**config.mk**
```make
export PLATFORM = sky130hd
export DESIGN_NAME = io_bridge_fx
export DESIGN_NICKNAME = d
export VERILOG_FILES = /design/src/rtl/io_bridge_fx.sv
export SDC_FILE = /design/constraint.sdc
export NUM_CORES = 1
export LEC_CHECK = 0
export BUFFER_PORTS_ARGS = -buffer_cell sky130_fd_sc_hd__buf_4
export CAP_MARGIN = 20
export CORE_MARGIN = 10
export CORE_UTILIZATION = 56
export DETAILED_ROUTE_END_ITERATION = 10
export GPL_ROUTABILITY_DRIVEN = 1
export GPL_TIMING_DRIVEN = 0
export HOLD_SLACK_MARGIN = 0.15
export PLACE_DENSITY = 0.75
export SETUP_SLACK_MARGIN = 0.4
export SLEW_MARGIN = 5
export SYNTH_ARGS = -nofsm -noshare
export SYNTH_HDL_FRONTEND = slang
export SYNTH_SLANG_ARGS = --single-unit
```
**constraint.sdc**
```tcl
create_clock -name clk -period 4.5 [get_ports clk]
set_clock_uncertainty 0.05 [all_clocks]
set_input_delay 0.45 -clock clk [delete_from_list [all_inputs] [get_ports clk]]
set_output_delay 0.45 -clock clk [all_outputs]
set_load 0.02 [all_outputs]
```
**src/rtl/io_bridge_fx.sv**
```systemverilog
// IO bridge for the fixed-point core: per-channel input holding registers with
// zero-latency read, and a tagged show-ahead output FIFO toward an external consumer.
module io_bridge_fx #(
  parameter int NUBITS = 32,
  parameter int NUIOIN = 8,
  parameter int NUIOOU = 8,
  parameter int FDEPTH = 3
) (
  input  logic                      clk,
  input  logic                      rst,
  input  logic                      req_in,
  input  logic [$clog2(NUIOIN)-1:0] addr_in,
  output logic [NUBITS-1:0]         io_in,
  input  logic                      out_en,
  input  logic [$clog2(NUIOOU)-1:0] addr_out,
  input  logic [NUBITS-1:0]         data_out,
  input  logic                      src_valid,
  input  logic [$clog2(NUIOIN)-1:0] src_chan,
  input  logic [NUBITS-1:0]         src_data,
  output logic                      src_ready,
  output logic                      snk_valid,
  input  logic                      snk_ready,
  output logic [NUBITS-1:0]         snk_data,
  output logic [$clog2(NUIOOU)-1:0] snk_addr,
  output logic [NUIOIN-1:0]         ch_full,
  output logic [FDEPTH:0]           fifo_cnt,
  output logic                      ovf,
  output logic                      udf,
  input  logic                      clr_flags
);

  localparam int AIW   = $clog2(NUIOIN);
  localparam int AOW   = $clog2(NUIOOU);
  localparam int NSLOT = 1 << AIW;
  localparam int FSIZE = 1 << FDEPTH;
  localparam logic [FDEPTH:0] C_FULL = FSIZE[FDEPTH:0];

  // Slots at or above NUIOIN are never loaded, so out-of-range reads return 0.
  logic [NUBITS-1:0] r_hold [NSLOT];
  logic [NSLOT-1:0]  r_full;
  logic              w_src_ready;
  logic              w_udf_set;

  assign io_in       = r_hold[addr_in];
  assign w_src_ready = ~r_full[src_chan] | (req_in & (addr_in == src_chan));
  assign src_ready   = w_src_ready;
  assign ch_full     = r_full[NUIOIN-1:0];
  assign w_udf_set   = req_in & ~r_full[addr_in];

  // A load wins over a consume on the same channel, keeping the valid bit set.
  always_ff @(posedge clk or negedge rst) begin
    if (!rst) begin
      for (int unsigned i = 0; i < NSLOT; i++) r_hold[i] <= '0;
      r_full <= '0;
    end else begin
      for (int unsigned i = 0; i < NUIOIN; i++) begin
        if (src_valid && w_src_ready && (src_chan == AIW'(i))) begin
          r_hold[i] <= src_data;
          r_full[i] <= 1'b1;
        end else if (req_in && (addr_in == AIW'(i))) begin
          r_full[i] <= 1'b0;
        end
      end
    end
  end

  logic [NUBITS-1:0] r_mem_d [FSIZE];
  logic [AOW-1:0]    r_mem_a [FSIZE];
  logic [FDEPTH-1:0] r_wp;
  logic [FDEPTH-1:0] r_rp;
  logic [FDEPTH:0]   r_cnt;
  logic              r_ovf;
  logic              r_udf;
  logic              w_pop;
  logic              w_push;

  assign w_pop  = (r_cnt != '0) & snk_ready;
  assign w_push = out_en & ((r_cnt != C_FULL) | w_pop);

  always_ff @(posedge clk) begin
    if (w_push) begin
      r_mem_d[r_wp] <= data_out;
      r_mem_a[r_wp] <= addr_out;
    end
  end

  always_ff @(posedge clk or negedge rst) begin
    if (!rst) begin
      r_wp  <= '0;
      r_rp  <= '0;
      r_cnt <= '0;
      r_ovf <= 1'b0;
      r_udf <= 1'b0;
    end else begin
      if (w_push) r_wp <= r_wp + 1'b1;
      if (w_pop)  r_rp <= r_rp + 1'b1;
      if (w_push && !w_pop)      r_cnt <= r_cnt + 1'b1;
      else if (!w_push && w_pop) r_cnt <= r_cnt - 1'b1;
      r_ovf <= (out_en & ~w_push) | (r_ovf & ~clr_flags);
      r_udf <= w_udf_set | (r_udf & ~clr_flags);
    end
  end

  assign snk_valid = (r_cnt != '0);
  assign snk_data  = r_mem_d[r_rp];
  assign snk_addr  = r_mem_a[r_rp];
  assign fifo_cnt  = r_cnt;
  assign ovf       = r_ovf;
  assign udf       = r_udf;

endmodule

```
=== Yosys cells after proc, flatten, opt, wreduce, memory -nomap -nowiden ===
Memory sizes are Yosys's and may differ from the RTL's.
Cells that the tools add are included.

* Bits of input ports: 80
* Bits in writable memories: 280
* Register bits after elaboration: 276
* Output and inout port bits: 83
* Word-level logic and storage cells: 122
* Memories kept: 2

{| class="wikitable"
|+ Memories
! name !! words !! bits a word !! rd ports !! clocked after memory_dff !! write ports !! RTL line !! text
|-
| r_mem_d || 8 || 32 || 1 || 0 || 1 || 67 || <nowiki>logic [NUBITS-1:0] r_mem_d [FSIZE];</nowiki>
|-
| r_mem_a || 8 || 3 || 1 || 0 || 1 || 68 || <nowiki>logic [AOW-1:0] r_mem_a [FSIZE];</nowiki>
|}

* Bitwise logic cells: 16
* $lt $le $gt $ge: 3
* $add $sub $neg: 4
* Equal/unequal tests: 16
* Muxes and demuxes: 27
* Reduce and logical (&&, ||, !) cells: 33

{| class="wikitable"
|+ Operators with widths
! kind !! number
|-
| $bmux 32 s3 || 1
|-
| $mux 32 || 2
|-
| $eq 3x3->1 const B || 8
|-
| $mux 1 || 20
|-
| $logic_and 1x1->1 || 19
|-
| $reduce_bool 2->1 || 9
|-
| $eq 3x2->1 const B || 4
|-
| $lt 3x4->1 const B || 2
|-
| $mux 4 || 2
|-
| $and 1x1->1 || 7
|-
| $add 3x1->3 const B || 2
|-
| $bmux 1 s3 || 2
|-
| $eq 3x1->1 const B || 2
|-
| $logic_not 3->1 || 2
|-
| $add 4x1->4 const B || 1
|-
| $ge 4x4->1 const B || 1
|-
| $ne 4x4->1 const B || 1
|-
| $not 1->1 || 4
|-
| $not 3->4 || 1
|-
| $or 1x1->1 || 4
|-
| $reduce_bool 4->1 || 1
|-
| $sub 4x1->4 const B || 1
|-
| $eq 3x3->1 || 1
|-
| $logic_not 1->1 || 2
|}

=== Logic depth before layout (Yosys ltp) ===
* Word-level depth: 8
* Mapped depth: 10
* Depth with buffers taken out: 10

=== Worst setup path after synthesis ===
Ideal clock, no wire load.

* Path kind: flip-flop to flip-flop
* From: register r_cnt[0] (netlist: fifo_cnt[0])
* To: memory r_mem_a[0][0] (netlist bit) (enable)
* Setup time: 0.471 ns
* Buffers on the path: 0
* Data required time: 3.979 ns
* Setup slack: 0.516 ns
* Arrival: 3.463 ns
* Cell stages (with the launch flop): 5
* Period minus slack after synthesis: 3.984 ns
* Cells stage by stage: dfrtp_1 > or3_1 > o21a_1 > nand2b_1 > nor3_1

* Longest elaborated chain between the ends: 6
* Elaborated cells on any way between the ends: 7
* Classes of those cells: eq/ne (1); mux (2); bitwise (3); reduce/logical (1)

{| class="wikitable"
|+ RTL lines
! what !! RTL line !! text
|-
| start: declaration || 71 || <nowiki>logic [FDEPTH:0] r_cnt;</nowiki>
|-
| start signal: assignment || 97 || <nowiki>if (w_push && !w_pop) r_cnt <= r_cnt + 1'b1;</nowiki>
|-
| start signal: assignment || 98 || <nowiki>else if (!w_push && w_pop) r_cnt <= r_cnt - 1'b1;</nowiki>
|-
| $reduce_bool 4->1 || 77 || <nowiki>assign w_pop = (r_cnt != '0) & snk_ready;</nowiki>
|-
| $and 1x1->1 || 77 ||
|-
| $or 1x1->1 (*) || 78 || <nowiki>assign w_push = out_en & ((r_cnt != C_FULL) | w_pop);</nowiki>
|-
| $and 1x1->1 (*) || 78 ||
|-
| named net w_push || 75 || <nowiki>logic w_push;</nowiki>
|-
| $mux 1 (*) || 81 || <nowiki>if (w_push) begin</nowiki>
|-
| $mux 1 (not written as such) (*) || 83 || <nowiki>r_mem_a[r_wp] <= addr_out;</nowiki>
|-
| end: declaration || 68 ||
|}

Mark *: on every way through the listed nets, which the timed path passes. The rest lies on a longest branch.

=== Worst setup path after layout ===
* From: register r_rp[1]
* To: output snk_data[1]

* Longest elaborated chain between the ends: 1

{| class="wikitable"
|+ RTL lines
! what !! RTL line !! text
|-
| start: declaration || 70 || <nowiki>logic [FDEPTH-1:0] r_rp;</nowiki>
|-
| start signal: assignment || 96 || <nowiki>if (w_pop) r_rp <= r_rp + 1'b1;</nowiki>
|-
| $mem_v2 8x32 || -- ||
|-
| end: declaration || 23 || <nowiki>output logic [NUBITS-1:0] snk_data,</nowiki>
|}

Every way passes these cells.

==> flow_summary.toml <==
[outcome]
status = "finished clean"

[grt]
use_met1_pct = 26.08
grt_pass1_wl_um = 78030
grt-busiest-layer = "met2"
grt_max_degree = 103
track_usage_pct = 20.15
antenna_found_initial = 2
overflow = 0
globalRouteMet3Util_pct = 4.350
grtUsageMet2_pct = 34.07
first_global_vias = 13240

[setup_path]
path_max_fanout = 10
endpoint_kind = "output pin"
startpoint_type = "flip-flop"
ff2ff_setup_slack_ns = 1.78
crit_type = "reg2out"
rr_startpoint = "fifo_cnt[0]"
startpoint = "r_rp[1]"
crit_required_ns = 4.00
crit_arrival_ns = 3.01

[routing]
vias_per_cell = 5.883
via_count = 12120
drt_wl_total_um = 50150
drc_errors = 0
route.detailed.wl_per_inst_um = 24.35
drt_pass1_iterations = 5
drtIter0Drc = 953
drtAntennaViolNets = 0

[clocking]
clock_latency_ns = 0.60
path_clk_slew_ns = 0.06
cts_tree = "built"
clock_path_buffers = 3
cts_max_level = 2
postCtsResizedCells = 0
root_buffer = "clkbuf_16"
cts_sinks = 556
cts_buffers = 56

[placement]
place_ws_ns = 1.559
dp_hpwl_um = 31720
numPlacedInstances = 1889
globalplace.congestion = 0.7916
numPortBuffers = 158

[final_layout]
nets = 1573
fillers = 2670
area_growth_pct = 20.60
fin_cells = 2060
drive_above_1_share_pct = 49.02
n_antenna_cell = 0

[sta]
finalHoldViolations = 0
rsz0062_at_grt = "no"
setup_viol = 0
fin_crit_ns = 3.511
fin_ws_ns = 0.9886
slew_violations = 0
tightest_slew_ns = 0.9191
relSlewSlack_pct = 38.39
fmax_ghz = 0.2848
finalCritPeriodShare_pct = 78.03

[synth]
yosysWarnings = 0
synth-main-ff-cell = "edfxtp_1"
postSynth.asyncResetShare_pct = 49.64
synth_edf_count = 280
yosysTopAreaCell = "edfxtp_1"
ys_top_cells_by_area = "edfxtp_1 36%, dfrtp_1 30%, mux2_2 14%"
syn_area_per_cell_um2 = 19.63
ys_seq_area_share_pct = 65.95
yosysTopAreaCellShare_pct = 36.21
synth.most_common_cell = "mux2_2"
syn_area_um2 = 23220
synth_commonest_cells = "294 x mux2_2, 280 x edfxtp_1, 276 x dfrtp_1, 136 x mux4_2, 36 x mux2_1"
synth_nets = 1269
syn_inst = 1183
synth_cell_type_count = 36
ys_seq_elements = 556

[power_and_ir_drop]
power_leakage_nw = 10.76
power_density_nw_per_um2 = 601.2
ir_drop_v = 0.0003640

[job]
drv_cap = 0

[die]
die_h_um = 223.6
die-area_um2 = 50010
dieWidth_um = 223.6
rows = 74
ioPinCount = 163
start_util_pct = 56.74
core_area_um2 = 40920

[hold_path]
hold_path.startpoint = "addr_in[2]"
hp-class = "in2reg"
[final cells by class]
cell class              count  area [um^2]  share of cell area [%]
clock buffers              72         1553                   5.544
well taps                 532        665.6                   2.377
plain buffers              67        386.6                   1.381
clock inverters            27        324.1                   1.157
repair buffers            246         2187                   7.810
flip-flops and latches    556        15310                   54.68
inverters                   4        15.01                 0.05361
multi-input cells         556         7560                   26.99
[where the power goes]
group / leakage (nW) / internal [W] / switching, W / total, W
clock: 0.927 / 0.00282 / 0.00190 / 0.00473
sequential: 5.90 / 0.00655 / 0.000499 / 0.00704
combinational: 3.93 / 0.00265 / 0.00242 / 0.00507
total: 10.8 / 0.0120 / 0.00482 / 0.0168
[flip-flops by register name (all words and copies together), names as in the netlist]
signal and cells:
ovf 1, fifo_cnt 4, r_mem_d 256, r_hold 256, r_rp 3, ch_full 8
r_mem_a 24, r_wp 3, udf 1
[repair_timing]
| item | 4_1_cts | 5_1_grt |
|---|---|---|
| hold endpoints to repair | 640 | 0 |
| setup buffers | 0 | 0 |
| hold buffers | 72 | 0 |
[logic make-up after synthesis]
group	Yosys count	synth area share (%)
XOR/XNOR	10	0.3772
flip-flops	556	65.95
buffers and inverters	71	1.730
multiplexers	469	29.32
AO/OA/AOI/OAI	23	1.175
AND/OR/NAND/NOR	48	1.088
adder cells (fa/ha/maj)	6	0.3556
[placed cells by master, fill, tap and decap left out, types with 9 or more instances in the layout]
cell type        n
a21o_1           9
buf_2           27
buf_4          158
buf_6           21
clkbuf_1        29
clkbuf_16       57
clkinv_2        10
dfrtp_1        276
dlygate4sd3_1   72
edfxtp_1       280
mux2_1          36
mux2_2         294
mux4_2         136
nand2_1         12
xnor2_1          9
[worst paths after layout]
check | end | cells past startpoint
worst max-delay path | snk_data[1] | 5
worst min-delay path | ch_full[1] | 4
worst max register to register | fifo_cnt[3] | 10
worst min register to register | r_hold[92] | 1
max in group asynchronous | r_hold[228] | 3
min in group asynchronous | r_hold[82] | 2
[through the flow]
step	cell area, um^2	TNS (ns)	hold WS (ns)	power (W)	util (%)
4_1_cts	28010	0	0.1523	0.01703	68.43
2_1_floorplan	23220	0	0.1044	0.01036	-
6_report	28010	0	0.1849	0.01684	68.43
5_1_grt	28010	0	0.1795	0.01762	68.43
3_3_place_gp	25070	-137.16	0.4127	0.01196	61.27
3_5_place_dp	25410	0	0.4222	0.01220	62.09
[per-layer routing]
layer | share of wire, % | routed length [um]
met1 | 42 | 21050
met2 | 51 | 25440
met3 | 5.4 | 2733
met4 | 1.8 | 895
met5 | 0.060 | 30
[worst max-delay path, stage by stage, from the launching register on]
cell and delay (ns):
dfrtp_1 0.36, buf_1 0.51, clkbuf_1 0.64, mux4_2 0.41
mux2_2 0.32, buf_4 0.17
No activity file was read; power rests on OpenSTA's default activity.
